File: config.mk
export PLATFORM = sky130hd
export DESIGN_NAME = comp_share_arbiter
export DESIGN_NICKNAME = d
export VERILOG_FILES = /design/src/rtl/comp_share_arbiter_pkg.sv /design/src/rtl/comp_share_arbiter_eq_compare.sv /design/src/rtl/comp_share_arbiter.sv
export SDC_FILE = /design/constraint.sdc
export NUM_CORES = 1
export LEC_CHECK = 0
export ABC_AREA = 1
export BUFFER_PORTS_ARGS = -buffer_cell sky130_fd_sc_hd__buf_4
export CAP_MARGIN = 25
export CORE_MARGIN = 5
export CORE_UTILIZATION = 53
export DETAILED_ROUTE_END_ITERATION = 16
export HOLD_SLACK_MARGIN = 0.05
export PLACE_DENSITY_LB_ADDON = 0.05
export SETUP_SLACK_MARGIN = 0.4
export SYNTH_ARGS = -nofsm -noshare
export SYNTH_HDL_FRONTEND = slang
export SYNTH_SLANG_ARGS = --single-unit
File: constraint.sdc
create_clock -name clk -period 1.77 [get_ports clk]
set_clock_uncertainty 0.15 [all_clocks]
set_input_delay 0.354 -clock clk [delete_from_list [all_inputs] [get_ports clk]]
set_output_delay 0.354 -clock clk [all_outputs]
set_load 0.05 [all_outputs]
File: src/rtl/comp_share_arbiter_pkg.sv
// comp_pkg: shared constants and state encoding for the compare-sharing arbiter
package comp_pkg;

    localparam int WIDTH_DEF = 4;
    localparam int CNT_W_DEF = 8;

    localparam logic [1:0] S_IDLE    = 2'd0;
    localparam logic [1:0] S_COMPARE = 2'd1;
    localparam logic [1:0] S_RESP    = 2'd2;

    typedef enum logic [1:0] {
        ST_IDLE    = S_IDLE,
        ST_COMPARE = S_COMPARE,
        ST_RESP    = S_RESP
    } state_t;

endpackage

File: src/rtl/comp_share_arbiter_eq_compare.sv
// eq_compare: combinational WIDTH-bit equality comparator
module eq_compare #(
    parameter int WIDTH = 4
) (
    input  logic [WIDTH-1:0] a,
    input  logic [WIDTH-1:0] b,
    output logic             equal
);

    assign equal = (a == b);

endmodule

File: src/rtl/comp_share_arbiter.sv
// comp_share_arbiter: round-robin sharing of one equality comparator between two requesters
module comp_share_arbiter
    import comp_pkg::*;
#(
    parameter int WIDTH = WIDTH_DEF,
    parameter int CNT_W = CNT_W_DEF
) (
    input  logic             clk,
    input  logic             rst_n,
    input  logic             req0_valid,
    input  logic [WIDTH-1:0] req0_a,
    input  logic [WIDTH-1:0] req0_b,
    output logic             req0_ready,
    input  logic             req1_valid,
    input  logic [WIDTH-1:0] req1_a,
    input  logic [WIDTH-1:0] req1_b,
    output logic             req1_ready,
    output logic             resp0_valid,
    output logic             resp1_valid,
    output logic             resp_equal,
    input  logic             clr_cnt,
    output logic [CNT_W-1:0] match_cnt,
    output logic [CNT_W-1:0] cmp_cnt,
    output logic             busy
);

    state_t           state;
    logic             last_grant;
    logic             owner;
    logic             grant_sel;
    logic             equal;
    logic [WIDTH-1:0] a_q;
    logic [WIDTH-1:0] b_q;

    // round-robin pick: a lone requester wins, a tie goes to the one not served last
    always_comb grant_sel = (req0_valid && req1_valid) ? ~last_grant : req1_valid;

    assign req0_ready = (state == ST_IDLE) && !grant_sel && req0_valid;
    assign req1_ready = (state == ST_IDLE) &&  grant_sel && req1_valid;
    assign busy       = (state != ST_IDLE);

    eq_compare #(.WIDTH(WIDTH)) u_eq (
        .a     (a_q),
        .b     (b_q),
        .equal (equal)
    );

    // sequencer: accept in IDLE, compare for one cycle, pulse the owner's response for one cycle
    always_ff @(posedge clk or negedge rst_n) begin
        if (!rst_n) begin
            state       <= ST_IDLE;
            last_grant  <= 1'b1;
            owner       <= 1'b0;
            a_q         <= '0;
            b_q         <= '0;
            resp0_valid <= 1'b0;
            resp1_valid <= 1'b0;
            resp_equal  <= 1'b0;
        end else begin
            case (state)
                ST_IDLE: begin
                    if (req0_ready || req1_ready) begin
                        a_q        <= grant_sel ? req1_a : req0_a;
                        b_q        <= grant_sel ? req1_b : req0_b;
                        owner      <= grant_sel;
                        last_grant <= grant_sel;
                        state      <= ST_COMPARE;
                    end
                end
                ST_COMPARE: begin
                    resp_equal  <= equal;
                    resp0_valid <= !owner;
                    resp1_valid <= owner;
                    state       <= ST_RESP;
                end
                ST_RESP: begin
                    resp0_valid <= 1'b0;
                    resp1_valid <= 1'b0;
                    state       <= ST_IDLE;
                end
                default: state <= ST_IDLE;
            endcase
        end
    end

    // status counters: bump on the response cycle, clear takes priority
    always_ff @(posedge clk or negedge rst_n) begin
        if (!rst_n) begin
            match_cnt <= '0;
            cmp_cnt   <= '0;
        end else if (clr_cnt) begin
            match_cnt <= '0;
            cmp_cnt   <= '0;
        end else if (state == ST_RESP) begin
            cmp_cnt <= cmp_cnt + 1'b1;
            if (resp_equal && match_cnt != '1) match_cnt <= match_cnt + 1'b1;
        end
    end

endmodule

Word level (Yosys, flattened, before mapping)

Index checks and enable logic that the tools add are counted.

Output and inout bits: 22
Word-level logic and storage cells: 46
Register bits after elaboration: 31
Input port bits: 21

Equal/unequal tests: 5
Bitwise logic cells: 1
Multiplexer cells: 12
Add/subtract/negate cells: 2
Reductions and logical operators: 16

Operator list:

| kind                  | count |
|---|---|
| $mux W8               | 5 |
| $add A8 B1 Y8 const B | 2 |
| $mux W4               | 2 |
| $ne A8 B8 Y1 const B  | 1 |
| $reduce_bool A2 Y1    | 4 |
| $logic_and A1 B1 Y1   | 6 |
| $eq A4 B4 Y1          | 1 |
| $pmux W1 S2           | 2 |
| $pmux W2 S2           | 1 |
| $reduce_and A2 Y1     | 2 |
| $eq A2 B1 Y1 const B  | 1 |
| $eq A2 B2 Y1 const B  | 1 |
| $logic_not A1 Y1      | 2 |
| $logic_not A2 Y1      | 1 |
| $mux W2               | 1 |
| $ne A2 B1 Y1 const B  | 1 |
| $logic_or A1 B1 Y1    | 1 |
| $mux W1               | 1 |
| $not A1 Y1            | 1 |

Depth between registers and ports, before layout

Depth after elaboration: 8
Mapped depth: 10
Depth with buffers taken out: 9

Modules after synthesis

Synthesis repeated with hierarchy kept, for this count alone.

Cells, all modules: 221
Area, all modules: 1,750.4 µm²

Modules (own cells, without submodules):

| module             | cells each | instances | area an instance (µm²) | seq. area each (µm²) |
|---|---|---|---|---|
| comp_share_arbiter | 206        | 1         | 1,684.1                | 777.0 |
| eq_compare         | 15         | 1         | 66.3                   | 0.0 |

Worst setup path after synthesis

Ideal clock, no wire load.

Path kind: flip-flop to output port
Start: reg state[0]
End: out req0_ready
Setup slack: -0.365 ns
Stages on the path, launching flop included: 5
Path buffers: 0
Required time: 1.266 ns
Data arrival time: 1.631 ns
Cell sequence: dfrtp_1 inv_1 ha_1 nand2_1 nor2_1

Word-level cells in the longest chain between the ends: 3

RTL lines:

| item                             | line                     | text |
|---|---|---|
| from (decl)                      | comp_share_arbiter.sv:27 | `state_t state;` |
| from (signal assigned)           | comp_share_arbiter.sv:51 | `state <= ST_IDLE;` |
| from (signal assigned)           | comp_share_arbiter.sv:67 | `state <= ST_COMPARE;` |
| from (signal assigned)           | comp_share_arbiter.sv:74 | `state <= ST_RESP;` |
| $logic_not A2 Y1                 | comp_share_arbiter.sv:38 | `assign req0_ready = (state == ST_IDLE) && !grant_sel && req0_valid;` |
| $logic_and A1 B1 Y1 (2 in a row) | comp_share_arbiter.sv:38 |  |
| to (decl)                        | comp_share_arbiter.sv:13 | `output logic req0_ready,` |

No other way between the ends.

Worst setup path after layout

Start: reg state[1]
End: out req0_ready

Same word-level chain as after synthesis.

==> results.md <==
- The flow ran to the end, but the final reports show violations.
- The final reports fail on setup timing.
- Input and output buffers added on the ports amount to 42.
- The number of hold violations in the final report is 0.
- For the pin with the worst max-slew slack, the measured transition is 0.6556 ns.
- The number of antenna violations at the first check in global routing is 0.
- The parity-gate share of the synthesized area counting xor and xnor cells is 0.01471.
- The first routing iteration left 236 violations.
- The netlist uses 27 different library cells.
- Prior to clock tree synthesis, the placed netlist has a worst setup slack of 0.04608 ns.
- The max-cap violation count is 0.
- The number of antenna diodes in the final layout is 0.
- The number of synthesis warnings is 0.
- In the finished design, the share of the clock period the worst path needs comes to 1.059.
- The number of cell rows is 21.
- From synthesis to final layout, the design area changed by 72.34%.
- The combinational family with the most area after synthesis is simple AND/OR/NAND/NOR gates.
- Detailed routing inserted a total of 2100 vias.
- The power per cell area is 1217 nW/µm².
- Of the cells placed in the final design, the portion with a size suffix greater than 1 is 0.5656.
- The starting density of the core is 0.5397.
- The width of the chip is 68.06 µm.
- In this run the count of I/O pins placed on the die edge is 43.
- The kind of start point of the critical path is a register.
- Setup repair after global routing could not meet its margin everywhere.
- The dominant register cell in the synthesized netlist is sky130_fd_sc_hd__dfrtp_1.
- The worst slew margin relative to its limit is 0.5624.
- The signal arrival time at the worst endpoint is 1.37 ns.
- The sequential cell area fraction in the yosys report is 0.4349.
- After synthesis the netlist holds a flip-flop and latch count of 31.
- The first global-routing pass estimated 9073 µm of wire.
- The critical path is of the reg -> out type.
- The TritonCTS clock tree is built.
- The pin count of the biggest net entering global routing is 32.
- Timing would allow up to 0.5335 GHz.
- The area of placed instances is 2193 µm².
- Summing internal, switching and leakage power gives 3.749 mW.
- The number of detailed-routing iterations run before antenna repair is 4.
- The cell area after synthesis is 1787 µm².
- The via count of the first global-routing pass is 1971.
- The clock passes through at most 2 buffers.
- The critical path's largest stage delay is 0.41 ns.
- Of the post-synthesis cell area, the part taken by muxes is 0.
- The met3 usage is 0.06568.
- After synthesis, the cell types taking the most area are sky130_fd_sc_hd__dfrtp_1, sky130_fd_sc_hd__nand2_1, sky130_fd_sc_hd__inv_1.
- In the final design database the tool counted 347 nets.
- In the global route stage, met2 resource usage came out at 0.4236.
- When the netlist entered floorplanning its net count stood at 255.
- The startpoint identified for the worst hold timing path is clr_cnt.
- The area fraction in and, or, nand and nor cells after synthesis is 0.3116.
- The final weighted congestion in routability-driven placement is 0.8372.
- Summing all non-filler instances in the final layout gives an area of 3079 µm².
- After global routing, the most crowded layer is met2.
- The mean area per synthesized cell is 7.871 µm².
- The H-tree generated during clock tree synthesis spans 2 levels.
- The commonest cells after synthesis are sky130_fd_sc_hd__nand2_1, sky130_fd_sc_hd__dfrtp_1, sky130_fd_sc_hd__inv_1.
- Of the post-synthesis cell area, the dominant cell type holds 0.4202.
- After synthesis, the share of flip-flops with an asynchronous set or reset is 1.000.
- The path type of the worst min-delay path is in -> reg.
- The die boundary height is 68.06 µm.
- The sink count of the clock tree is 31.
- The overall overflow remaining after global route is 0.
- The critical path starts at state[1]$_DFFE_PN0P_.
- The reg2reg setup slack is -0.08 ns.
- Including well taps, the total number of placed cells is 312.
- The compound-gate portion of the synthesized area came to 0.1071.
- The clock reaches the later pin of the worst-skew pair after 0.35 ns.
- The number of max-slew violations in the final report is 0.
- The cell at the root of the clock tree is sky130_fd_sc_hd__clkbuf_4.
- The share of synthesized cell area in full adder, half adder and majority cells is 0.04902.
- The number of clock buffers added by TritonCTS is 5.
- The global routing met1 resource utilization is 0.3109.
- The full die area is 4632 µm².
- The maximum vdd ir drop is 1.400 mV.
- The detailed placement HPWL is 2705 µm.
- The minimum clock period after layout is 1.874 ns.
- Synthesis handed over a netlist of 227 instances.
- The data required time at the worst endpoint is 1.27 ns.
- After clock tree synthesis, the clock-pin slew on the worst setup and hold paths is 0.10 ns.
- By instance count, the leading cell after synthesis is sky130_fd_sc_hd__nand2_1.
- The total global routing track utilization is 0.2639.
- The number of vias per cell after detailed routing is 5.738.
- The synthesized design spends more area on one cell type than any other, namely sky130_fd_sc_hd__dfrtp_1.
- For this block, the routed nets add up to 6810 µm of wire.
- The synthesized design contains 0 enable-type register cells.
- The core area is 3311 µm².
- Setup violations remaining at the end of the flow were counted as 7.
- For this design the static power due to leakage is 1.536 nW.
- The source of the worst register-to-register timing path is state[0]$_DFFE_PN0P_.
- STA classifies the critical path endpoint as an output pin.
- The DRC violation count after routing is 0.
- The mean routed wirelength per cell is 18.61 µm.
- Traced cell by cell, the critical path runs through inv_2 > ha_4 > nand2_4 > nor2_4 > buf_8.
- The post-detailed-route count of antenna-violating nets is 0.
- Setup slack on the critical path of the routed design comes to -0.1043 ns.
- The post-layout instance count excluding filler cells is 366.
- Among all stages on the critical path, the largest delay is contributed by sky130_fd_sc_hd__dfrtp_1.
- In this run the worst path has a maximum fanout of 3.
[worst paths after layout]
path / end / cells after the start
setup / recovery: req0_ready / 5
hold / removal: match_cnt[6]$_DFFE_PN0P_ / 2
setup reg to reg: cmp_cnt[6]$_DFFE_PN0P_ / 10
hold reg to reg: resp0_valid$_DFFE_PN0P_ / 1
max in group asynchronous: match_cnt[2]$_DFFE_PN0P_ / 2
min in group asynchronous: cmp_cnt[4]$_DFFE_PN0P_ / 2
[through the flow]
step / TNS, ns / hold WS (ns) / util
after floorplan: 0 / -0.09159 / -
after detailed placement: 0 / 0.1607 / 0.6625
after CTS: -0.1664 / 0.08124 / 0.8617
final: -0.4184 / 0.07995 / 0.9301
after global placement: 0 / 0.1573 / 0.6625
after global routing: -0.9716 / 0.07118 / 0.9301
[routing by layer]
layer / wire (µm) / up-vias
met3: 461 / 53
met4: 510 / 0
met2: 3399 / 139
met5: 0 / -
met1: 2437 / 1010
li1: - / 898
[state kept, by name, indices dropped and copies added (netlist names)]
register,cells
match_cnt,8
last_grant,1
b_q,4
resp0_valid,1
state,2
a_q,4
cmp_cnt,8
owner,1
resp_equal,1
resp1_valid,1
[cell families after synthesis]
logic type | after synthesis
compound gates | 26
xor+xnor | 3
fa+ha+maj | 7
buf+inv | 33
flops | 31
simple gates | 127
[report_power, final]
group | internal (mW) | leakage, nW | switching [mW]
clock network | 0.155 | 0.0293 | 0.256
logic | 1.01 | 1.12 | 1.27
registers | 0.900 | 0.389 | 0.151
[layout make-up]
class | count | area, µm²
repair buffers | 87 | 855.8
inverters | 30 | 127.6
fillers | 109 | 231.5
flip-flops and latches | 31 | 790.8
clock buffers | 7 | 45.04
clock inverters | 1 | 5.005
multi-input cells | 164 | 1197
well taps | 46 | 57.56
[cell usage in the layout (no fill, tap or decap), types with 3 or more instances in the layout]
master / synthesis / routed
sky130_fd_sc_hd__a21oi_2: 0 / 3
sky130_fd_sc_hd__buf_4: 0 / 49
sky130_fd_sc_hd__buf_6: 0 / 22
sky130_fd_sc_hd__buf_8: 0 / 14
sky130_fd_sc_hd__clkbuf_4: 0 / 5
sky130_fd_sc_hd__dfrtp_1: 30 / 19
sky130_fd_sc_hd__dfrtp_2: 0 / 11
sky130_fd_sc_hd__ha_1: 7 / 3
sky130_fd_sc_hd__ha_4: 0 / 4
sky130_fd_sc_hd__inv_1: 29 / 24
sky130_fd_sc_hd__inv_4: 0 / 3
sky130_fd_sc_hd__nand2_1: 77 / 53
sky130_fd_sc_hd__nand2_2: 2 / 15
sky130_fd_sc_hd__nand2_4: 3 / 12
sky130_fd_sc_hd__nand2_8: 0 / 3
sky130_fd_sc_hd__nand3_1: 17 / 7
sky130_fd_sc_hd__nand3_2: 0 / 8
sky130_fd_sc_hd__nand4_1: 3 / 3
sky130_fd_sc_hd__nor2_1: 19 / 14
sky130_fd_sc_hd__nor2_4: 2 / 6
sky130_fd_sc_hd__o21ai_0: 5 / 3
sky130_fd_sc_hd__o21ai_2: 6 / 9
sky130_fd_sc_hd__o21bai_1: 3 / 3
[critical path: cells and delay by family (launching register included)]
family | cells | cell delay (ns)
AND/OR/NAND/NOR | 2 | 0.19
buffers and inverters | 2 | 0.24
adder cells (fa/ha/maj) | 1 | 0.18
flip-flops | 1 | 0.41
[repair_timing]
item / in CTS / in global routing
setup buffers: 35 / 9
hold endpoints to repair: 30 / 0
pin swaps: 18 / 22
cloned: 1 / 0
resized for setup: 82 / 41
hold buffers: 1 / 0
setup endpoints to repair: 44 / 52
Note: power is estimated with default switching activity, not from simulation.
